--- src/rtl/pc_sequencer_if.sv ---
// Request/response bundle between the IF-stage control and the PC sequencer.
// The master drives redirect requests and stall; the slave owns the PC.
interface pc_sequencer_if #(
  parameter int ADDR_W = 32,
  parameter int IMM_W  = 16,
  parameter int JIDX_W = 26,
  parameter int CNT_W  = 16
);
  logic              stall;
  logic              exc_valid;
  logic [ADDR_W-1:0] exc_vector;
  logic              br_valid;
  logic              br_taken;
  logic [ADDR_W-1:0] br_base;
  logic [IMM_W-1:0]  br_imm;
  logic              jr_valid;
  logic [ADDR_W-1:0] jr_target;
  logic              j_valid;
  logic [ADDR_W-1:0] j_base;
  logic [JIDX_W-1:0] j_index;
  logic [ADDR_W-1:0] pc;
  logic [ADDR_W-1:0] pc_plus;
  logic              redirect;
  logic              pending;
  logic              misalign;
  logic [CNT_W-1:0]  redirect_cnt;

  modport master (
    output stall, exc_valid, exc_vector, br_valid, br_taken, br_base, br_imm,
           jr_valid, jr_target, j_valid, j_base, j_index,
    input  pc, pc_plus, redirect, pending, misalign, redirect_cnt
  );

  modport slave (
    input  stall, exc_valid, exc_vector, br_valid, br_taken, br_base, br_imm,
           jr_valid, jr_target, j_valid, j_base, j_index,
    output pc, pc_plus, redirect, pending, misalign, redirect_cnt
  );
endinterface

--- src/rtl/pc_sequencer.sv ---
// Program-counter sequencer: owns the PC register and next-PC selection,
// holds on stall, latches one redirect across a stall, flags misaligned jr
// targets and counts applied redirects.
//
// state    | meaning
// ST_RUN   | no redirect latched
// ST_PEND  | a redirect target is latched, waiting for stall to drop
module pc_sequencer #(
  parameter int                  ADDR_W   = 32,
  parameter logic [ADDR_W-1:0]   RESET_PC = '0,
  parameter int                  STEP     = 4,
  parameter int                  IMM_W    = 16,
  parameter int                  JIDX_W   = 26,
  parameter int                  CNT_W    = 16
) (
  input logic           clk,
  input logic           rst_n,
  pc_sequencer_if.slave bus
);

  typedef enum logic {ST_RUN = 1'b0, ST_PEND = 1'b1} state_t;

  state_t            r_state, w_state_nxt;
  logic [ADDR_W-1:0] r_pc, w_pc_nxt;
  logic [ADDR_W-1:0] r_pend_tgt, w_pend_tgt_nxt;
  logic              r_pend_mis, w_pend_mis_nxt;
  logic              r_redirect, r_misalign;
  logic [CNT_W-1:0]  r_cnt;
  logic              w_load, w_load_mis;

  logic [ADDR_W-1:0] w_br_tgt, w_j_tgt, w_jr_tgt, w_pc_plus;
  logic              w_jr_mis;
  logic              w_req;
  logic [ADDR_W-1:0] w_req_tgt;
  logic              w_req_mis;
  logic              w_unused_ok;

  assign w_pc_plus = r_pc + ADDR_W'(STEP);
  assign w_br_tgt  = bus.br_base + ({{(ADDR_W-IMM_W){bus.br_imm[IMM_W-1]}}, bus.br_imm} << 2);
  // ADDR_W must exceed JIDX_W+2 so the region bits from j_base are non-empty.
  assign w_j_tgt   = {bus.j_base[ADDR_W-1:JIDX_W+2], bus.j_index, 2'b00};
  assign w_jr_tgt  = {bus.jr_target[ADDR_W-1:2], 2'b00};
  assign w_jr_mis  = |bus.jr_target[1:0];
  // Low bits of j_base are replaced by the index and never consumed.
  assign w_unused_ok = ^bus.j_base[JIDX_W+1:0];

  // Pick the highest-priority new request this cycle.
  always_comb begin
    w_req     = 1'b1;
    w_req_tgt = bus.exc_vector;
    w_req_mis = 1'b0;
    if (bus.exc_valid) begin
      w_req_tgt = bus.exc_vector;
    end else if (bus.br_valid && bus.br_taken) begin
      w_req_tgt = w_br_tgt;
    end else if (bus.jr_valid) begin
      w_req_tgt = w_jr_tgt;
      w_req_mis = w_jr_mis;
    end else if (bus.j_valid) begin
      w_req_tgt = w_j_tgt;
    end else begin
      w_req = 1'b0;
    end
  end

  // Next-state, next-PC and latch update.
  always_comb begin
    w_state_nxt    = r_state;
    w_pc_nxt       = r_pc;
    w_pend_tgt_nxt = r_pend_tgt;
    w_pend_mis_nxt = r_pend_mis;
    w_load         = 1'b0;
    w_load_mis     = 1'b0;
    if (!bus.stall) begin
      if (bus.exc_valid) begin
        w_pc_nxt    = bus.exc_vector;
        w_load      = 1'b1;
        w_state_nxt = ST_RUN;
      end else if (r_state == ST_PEND) begin
        // Older latched redirect beats anything arriving now.
        w_pc_nxt    = r_pend_tgt;
        w_load      = 1'b1;
        w_load_mis  = r_pend_mis;
        w_state_nxt = ST_RUN;
      end else if (w_req) begin
        w_pc_nxt   = w_req_tgt;
        w_load     = 1'b1;
        w_load_mis = w_req_mis;
      end else begin
        w_pc_nxt = w_pc_plus;
      end
    end else if (w_req && (r_state == ST_RUN || bus.exc_valid)) begin
      w_pend_tgt_nxt = w_req_tgt;
      w_pend_mis_nxt = w_req_mis;
      w_state_nxt    = ST_PEND;
    end
  end

  // State, PC, latch and status registers.
  always_ff @(posedge clk or negedge rst_n) begin
    if (!rst_n) begin
      r_state    <= ST_RUN;
      r_pc       <= RESET_PC;
      r_pend_tgt <= '0;
      r_pend_mis <= 1'b0;
      r_redirect <= 1'b0;
      r_misalign <= 1'b0;
      r_cnt      <= '0;
    end else begin
      r_state    <= w_state_nxt;
      r_pc       <= w_pc_nxt;
      r_pend_tgt <= w_pend_tgt_nxt;
      r_pend_mis <= w_pend_mis_nxt;
      r_redirect <= w_load;
      r_misalign <= w_load_mis;
      if (w_load && (r_cnt != {CNT_W{1'b1}})) r_cnt <= r_cnt + CNT_W'(1);
    end
  end

  assign bus.pc           = r_pc;
  assign bus.pc_plus      = w_pc_plus;
  assign bus.redirect     = r_redirect;
  assign bus.pending      = (r_state == ST_PEND);
  assign bus.misalign     = r_misalign;
  assign bus.redirect_cnt = r_cnt;

endmodule

--- src/flat_wrapper.sv ---
// flat-port wrapper written by rule: the top's interface ports become plain ports
module pc_sequencer_flat 
#(
  parameter int                  ADDR_W   = 32,
  parameter logic [ADDR_W-1:0]   RESET_PC = '0,
  parameter int                  STEP     = 4,
  parameter int                  IMM_W    = 16,
  parameter int                  JIDX_W   = 26,
  parameter int                  CNT_W    = 16
)
  (clk, rst_n, bus_stall, bus_exc_valid, bus_exc_vector, bus_br_valid, bus_br_taken, bus_br_base, bus_br_imm, bus_jr_valid, bus_jr_target, bus_j_valid, bus_j_base, bus_j_index, bus_pc, bus_pc_plus, bus_redirect, bus_pending, bus_misalign, bus_redirect_cnt);
  pc_sequencer_if #(.ADDR_W(ADDR_W), .IMM_W(IMM_W), .JIDX_W(JIDX_W), .CNT_W(CNT_W)) bus_i ();
  input logic clk;
  input logic rst_n;
  input wire logic [$bits(bus_i.stall)-1:0] bus_stall;
  input wire logic [$bits(bus_i.exc_valid)-1:0] bus_exc_valid;
  input wire logic [$bits(bus_i.exc_vector)-1:0] bus_exc_vector;
  input wire logic [$bits(bus_i.br_valid)-1:0] bus_br_valid;
  input wire logic [$bits(bus_i.br_taken)-1:0] bus_br_taken;
  input wire logic [$bits(bus_i.br_base)-1:0] bus_br_base;
  input wire logic [$bits(bus_i.br_imm)-1:0] bus_br_imm;
  input wire logic [$bits(bus_i.jr_valid)-1:0] bus_jr_valid;
  input wire logic [$bits(bus_i.jr_target)-1:0] bus_jr_target;
  input wire logic [$bits(bus_i.j_valid)-1:0] bus_j_valid;
  input wire logic [$bits(bus_i.j_base)-1:0] bus_j_base;
  input wire logic [$bits(bus_i.j_index)-1:0] bus_j_index;
  output wire logic [$bits(bus_i.pc)-1:0] bus_pc;
  output wire logic [$bits(bus_i.pc_plus)-1:0] bus_pc_plus;
  output wire logic [$bits(bus_i.redirect)-1:0] bus_redirect;
  output wire logic [$bits(bus_i.pending)-1:0] bus_pending;
  output wire logic [$bits(bus_i.misalign)-1:0] bus_misalign;
  output wire logic [$bits(bus_i.redirect_cnt)-1:0] bus_redirect_cnt;
  assign bus_i.stall = bus_stall;
  assign bus_i.exc_valid = bus_exc_valid;
  assign bus_i.exc_vector = bus_exc_vector;
  assign bus_i.br_valid = bus_br_valid;
  assign bus_i.br_taken = bus_br_taken;
  assign bus_i.br_base = bus_br_base;
  assign bus_i.br_imm = bus_br_imm;
  assign bus_i.jr_valid = bus_jr_valid;
  assign bus_i.jr_target = bus_jr_target;
  assign bus_i.j_valid = bus_j_valid;
  assign bus_i.j_base = bus_j_base;
  assign bus_i.j_index = bus_j_index;
  assign bus_pc = bus_i.pc;
  assign bus_pc_plus = bus_i.pc_plus;
  assign bus_redirect = bus_i.redirect;
  assign bus_pending = bus_i.pending;
  assign bus_misalign = bus_i.misalign;
  assign bus_redirect_cnt = bus_i.redirect_cnt;
  pc_sequencer #(.ADDR_W(ADDR_W), .RESET_PC(RESET_PC), .STEP(STEP), .IMM_W(IMM_W), .JIDX_W(JIDX_W), .CNT_W(CNT_W)) u_core (.clk(clk), .rst_n(rst_n), .bus(bus_i));
endmodule
--- config.mk ---
export PLATFORM = sky130hd
export DESIGN_NAME = pc_sequencer_flat
export DESIGN_NICKNAME = d
export VERILOG_FILES = /design/src/rtl/pc_sequencer_if.sv /design/src/rtl/pc_sequencer.sv /design/src/flat_wrapper.sv
export SDC_FILE = /design/constraint.sdc
export NUM_CORES = 1
export LEC_CHECK = 0
export BUFFER_PORTS_ARGS = -buffer_cell sky130_fd_sc_hd__buf_4
export CAP_MARGIN = 0
export CORE_AREA = 2 2 164 134
export DETAILED_ROUTE_END_ITERATION = 6
export DIE_AREA = 0 0 166 136
export GPL_TIMING_DRIVEN = 0
export HOLD_SLACK_MARGIN = 0.05
export PLACE_DENSITY_LB_ADDON = 0.05
export SLEW_MARGIN = 20
export SYNTH_ARGS = -nofsm -noshare
export SYNTH_HDL_FRONTEND = slang
export SYNTH_SLANG_ARGS = --single-unit
--- constraint.sdc ---
create_clock -name clk -period 1.85 [get_ports clk]
set_input_delay 0.2775 -clock clk [delete_from_list [all_inputs] [get_ports clk]]
set_output_delay 0.2775 -clock clk [all_outputs]
set_load 0.01 [all_outputs]
# ---- After elaboration in Yosys (flattened, before gate mapping)
# Index checks and enable logic that the tools add are counted.
dict set report classes {
  add_sub_neg 3
  multipliers 0
  n_div 0
  n_lt_le_gt_ge 0
  n_eq_ne 2
  n_shift 0
  muxes 24
  bitwise_logic 1
  n_reduce_logical 6
}
# op n
set op_table {}
lappend op_table {{2-to-1 mux 32 bit} 7}
lappend op_table {{adder 32 x 3 -> 32 bit (second input constant)} 1}
lappend op_table {{adder 32 bit} 1}
lappend op_table {{2-to-1 mux 1 bit} 17}
lappend op_table {{adder 16 x 1 -> 16 bit (second input constant)} 1}
lappend op_table {{inequality test 16 bit (second input constant)} 1}
lappend op_table {{logical AND 1 bit} 3}
lappend op_table {{inequality test 2 x 1 -> 1 bit (second input constant)} 1}
lappend op_table {{AND reduction 2 bit} 1}
lappend op_table {{OR reduction 2 bit} 1}
lappend op_table {{logical OR 1 bit} 1}
lappend op_table {{NOT 1 bit} 1}
dict set report word_totals {
  reg_bits 84
  latch_bits 0
  mem_bits_rw 0
  rom_bits 0
  inputBits 178
  output_inout_bits 83
  elab_cells 43
  mem_count 0
}

# ---- Logic depth before layout (Yosys ltp)
dict set report logic_depth {
  ltp_word 9
  mapped_depth 11
}

# ---- Least setup slack after synthesis
# Ideal clock, no wire load.
dict set report synth_timing {
  path_kind {input port to flip-flop}
  from {input bus_br_imm[0]}
  to {register u_core.r_pc[18] (netlist: u_core.bus.pc[18])}
  setup_time_ns 0.129
  t_arrival_ns 2.638
  required_time_ns 1.721
  slack_ns -0.917
  cell_stages 11
  path_cell_list {ha_1 > fa_1 > a21o_1 > a21oi_2 > o31a_4 > o21ai_1 > a41o_1 > or4_1 > nand3_1 > a31oi_1 > o41a_1}
}
dict set report synth_between {
  elab_chain_cells 6
}
# element line
set synth_rtl {}
lappend synth_rtl {{start, declared} flat_wrapper.sv:21} ;# input wire logic [$bits(bus_i.br_imm)-1:0] bus_br_imm;
lappend synth_rtl {{adder 32 bit} pc_sequencer.sv:39} ;# assign w_br_tgt = bus.br_base + ({{(ADDR_W-IMM_W){bus.br_imm[IMM_W-1]}}, bus.br_imm} << 2);
lappend synth_rtl {{2-to-1 mux 32 bit} pc_sequencer.sv:54} ;# end else if (bus.br_valid && bus.br_taken) begin
lappend synth_rtl {{2-to-1 mux 32 bit} pc_sequencer.sv:52} ;# if (bus.exc_valid) begin
lappend synth_rtl {{2-to-1 mux 32 bit} pc_sequencer.sv:85} ;# end else if (w_req) begin
lappend synth_rtl {{2-to-1 mux 32 bit} pc_sequencer.sv:79} ;# end else if (r_state == ST_PEND) begin
lappend synth_rtl {{2-to-1 mux 32 bit} pc_sequencer.sv:75} ;# if (bus.exc_valid) begin
lappend synth_rtl {{end signal, assigned} pc_sequencer.sv:111} ;# r_pc <= w_pc_nxt;
lappend synth_rtl {{end, declared} pc_sequencer.sv:24} ;# logic [ADDR_W-1:0] r_pc, w_pc_nxt;
# No other way between the ends.
# A chain may end at the register's enable or synchronous reset.

# ---- Final worst setup path
dict set report layout_timing {
  from {register u_core.r_pc[3] (netlist: u_core.bus.pc[3])}
  to {output bus_pc_plus[30]}
}
dict set report layout_between {
  elab_chain_cells 1
}
# element line
set layout_rtl {}
lappend layout_rtl {{adder 32 x 3 -> 32 bit} pc_sequencer.sv:38} ;# assign w_pc_plus = r_pc + ADDR_W'(STEP);
lappend layout_rtl {{end, declared} flat_wrapper.sv:28} ;# output wire logic [$bits(bus_i.pc_plus)-1:0] bus_pc_plus;
# No other way between the ends.

==> impl_metrics.json <==
{
  "status": "complete, but fails checks",
  "failed_checks": "negative setup slack",
  "yosys_register_bits": 84,
  "fin_crit_ns": 2.49,
  "critical_path_class": "reg -> out",
  "synth.most_common_cell": "nand2_1",
  "setup_viol": 69,
  "hp-class": "in -> async",
  "clock.fmax_mhz": 402,
  "synth_edf_count": 0,
  "cp.required_ns": 1.57,
  "synth_top_family_by_area": "compound AO/OA/AOI/OAI gates",
  "routed_wl_um": 32700,
  "antenna_found_initial": 0,
  "wl_met2_um": 15300,
  "met1Wirelength_um": 14700,
  "cp.arrival_ns": 2.21,
  "placed_area_um2": 9470,
  "synth_top_cell_by_area": "dfrtp_1",
  "ir_worst_vdd_v": 0.000418,
  "antenna_cells": 0,
  "via_per_inst": 5.55,
  "synth_warnings": 0,
  "dieArea_um2": 22600,
  "setup_slack_ns": -0.636,
  "drv_slew": 0,
  "syn_nets": 1119,
  "rsz0062_at_grt": "true",
  "syn2layout_area_growth_pct": 67.4,
  "cts-root-buf": "clkbuf_16",
  "fp.dieW_um": 166,
  "synth_top_area_share": 0.291,
  "finalHoldViolCount": 0,
  "max_cap_viol_count": 0,
  "rows": 48,
  "grt_pass1_vias": 8326,
  "nets": 1458,
  "final.period_utilization": 1.34,
  "cts_hold_buf": 0,
  "crit_path_end_kind": "output pin",
  "place_hpwl_um": 23800,
  "clk_latency_ns": 0.34,
  "synth_fa_ha_area_frac": 0.0565,
  "tightest_slew_ns": 0.838,
  "reg2reg_depth": 12,
  "start_kind": "flip-flop",
  "synthMuxAreaShare": 0.0683,
  "fin_area_um2": 12100,
  "cts_htree_levels": 3,
  "syn_inst": 909,
  "drc": 0,
  "clock_skew_ns": 0.00749,
  "fin_setup_tns_ns": -24.18,
  "wire_per_inst_um": 21.4,
  "synth.area.top_cells": "dfrtp_1 (29%), nand2_1 (6.0%), a21oi_1 (6.0%)",
  "synth-simple-area-share": 0.192,
  "synth_ff_type": "dfrtp_1",
  "crit_start": "u_core.bus.pc[3]$_DFFE_PN0N_",
  "regToRegSetupSlack_ns": -0.53,
  "syn_area_per_cell_um2": 7.94,
  "ys_seq_area_frac": 0.291,
  "start_util": 0.343,
  "vias": 8476,
  "track_usage": 0.277,
  "async_flop_share": 1.00,
  "grt_start_max_net_pins": 85,
  "wl_met3_um": 1810,
  "cts_sinks": 84,
  "clkTransAtPathRegs_ns": 0.06,
  "cts_made_buffers": 9,
  "crit_fanout": 4,
  "synth_commonest_cells": "nand2_1 (115), a21oi_1 (86), nor2_1 (85), dfrtp_1 (84), o21ai_0 (77)",
  "core_um2": 21100,
  "synth-compound-area-share": 0.272,
  "clockBufferDepth": 2,
  "cts_tree": "yes",
  "synthDistinctLibCells": 75,
  "rr_startpoint": "u_core.bus.pc[3]$_DFFE_PN0N_",
  "netlist_area_um2": 7220,
  "port_buffers": 229,
  "fin_util": 0.573,
  "grt_pass1_wl_um": 48200,
  "p_per_area_nw_per_um2": 661,
  "maxSlewHeadroom": 0.442,
  "io_pins": 261,
  "dr.max_layer_used": "met4",
  "drtIter0Drc": 626,
  "synth_xor_area_frac": 0.0788,
  "detail-route-antenna-nets": 0,
  "gp_congestion": 0.898,
  "place_ws_ns": -1.20,
  "dr.pass1.iters": 5,
  "layout-drive-gt1-share": 0.487,
  "die_h_um": 136,
  "overflow": 0,
  "p_leak_nw": 5.38
}
## final cells by class
cell class / count / area [µm²]
Multi-Input combinational cell: 752 / 6330
Tap cell: 275 / 344
Sequential cell: 84 / 2110
Fill cell: 1959 / 8990
Clock inverter: 4 / 25.0
Timing Repair Buffer: 332 / 2670
Buffer: 52 / 284
Inverter: 17 / 63.8
Clock buffer: 12 / 256
## per-layer routing
| layer | vias to the layer above | GRT usage |
|---|---|---|
| li1 | 3987 | - |
| met1 | 4121 | 0.385 |
| met2 | 317 | 0.449 |
| met3 | 51 | 0.0413 |
| met4 | 0 | 0.0855 |
| met5 | - | 0 |
## logic make-up (layout without fill, tap and decap cells)
| kind of cell | after synthesis | after routing |
|---|---|---|
| and+or+nand+nor | 308 | 308 |
| AOI/OAI and AO/OA | 299 | 299 |
| DFF | 84 | 84 |
| buffers and inverters | 73 | 417 |
| xor gates and xnor gates | 65 | 65 |
| muxes | 48 | 48 |
| adders and majority gates | 32 | 32 |
## through the flow
step / power (W) / cells / hold WS [ns]
final: 0.00800 / 1528 / 0.0189
after global routing: 0.00842 / 1528 / 0.0758
after CTS: 0.00768 / 1509 / 0.0511
after detailed placement: 0.00527 / 1413 / 0.417
after global placement: 0.00526 / 1413 / 0.461
after floorplan: 0.00398 / 909 / -0.0181
## flip-flops by register name, indices dropped and copies added, names as in the netlist
register	cells
u_core.bus.pc	32
u_core.r_pend_tgt	32
u_core.bus.redirect_cnt	16
u_core.bus.misalign	1
u_core.bus.pending	1
u_core.bus.redirect	1
u_core.r_pend_mis	1
## timing repair
item,in CTS,in global routing
buffers inserted,82,34
gates cloned,0,0
pin swaps,97,96
endpoints found under the setup margin,107,105
gates resized for setup,215,137
## report_power, final
group	total, W	leakage, nW	switching (W)	internal, W
sequential	0.00246	1.02	0.000320	0.00214
clock	0.00175	0.135	0.000769	0.000981
combinational	0.00379	4.23	0.00193	0.00186
total	0.00800	5.38	0.00302	0.00498
## path summary, 6_finish.rpt
check | end
setup / recovery | bus_pc_plus[30]
hold / removal | u_core.r_pend_tgt[7]$_DFFE_PN0P_
setup reg to reg | u_core.bus.pc[19]$_DFFE_PN0N_
hold reg to reg | u_core.r_pend_mis$_DFFE_PN0P_
max in group asynchronous | u_core.bus.pc[17]$_DFFE_PN0N_
min in group clk | u_core.r_pend_tgt[25]$_DFFE_PN0P_
## layout by cell type, fill, tap and decap left out, types with 8 or more instances in the layout
cell type  instances
a21o_1            11
a21oi_1           67
a21oi_2           19
a221oi_1           8
a221oi_2          13
and3_4            10
buf_4            297
buf_6             39
clkbuf_1          19
clkbuf_16          9
clkbuf_2          16
dfrtp_1           76
dfrtp_2            8
ha_1              14
ha_4              15
inv_1             16
mux2i_1           38
nand2_1          107
nand3_1           17
nand3_4            9
nor2_1            75
nor3_1            12
o211ai_1          15
o21ai_0           42
o21ai_1           27
o21ai_2           15
xnor2_1           18
xnor2_2           18
xor2_1             8
xor2_2            11
## critical path, stage by stage (launching register included)
cell and delay [ns]:
dfrtp_2 0.44, ha_4 0.16, and4_4 0.25, and2_4 0.18
nand2b_4 0.08, nor4_4 0.32, xor2_1 0.26, buf_4 0.17
Note: power is estimated with default switching activity, not from simulation.
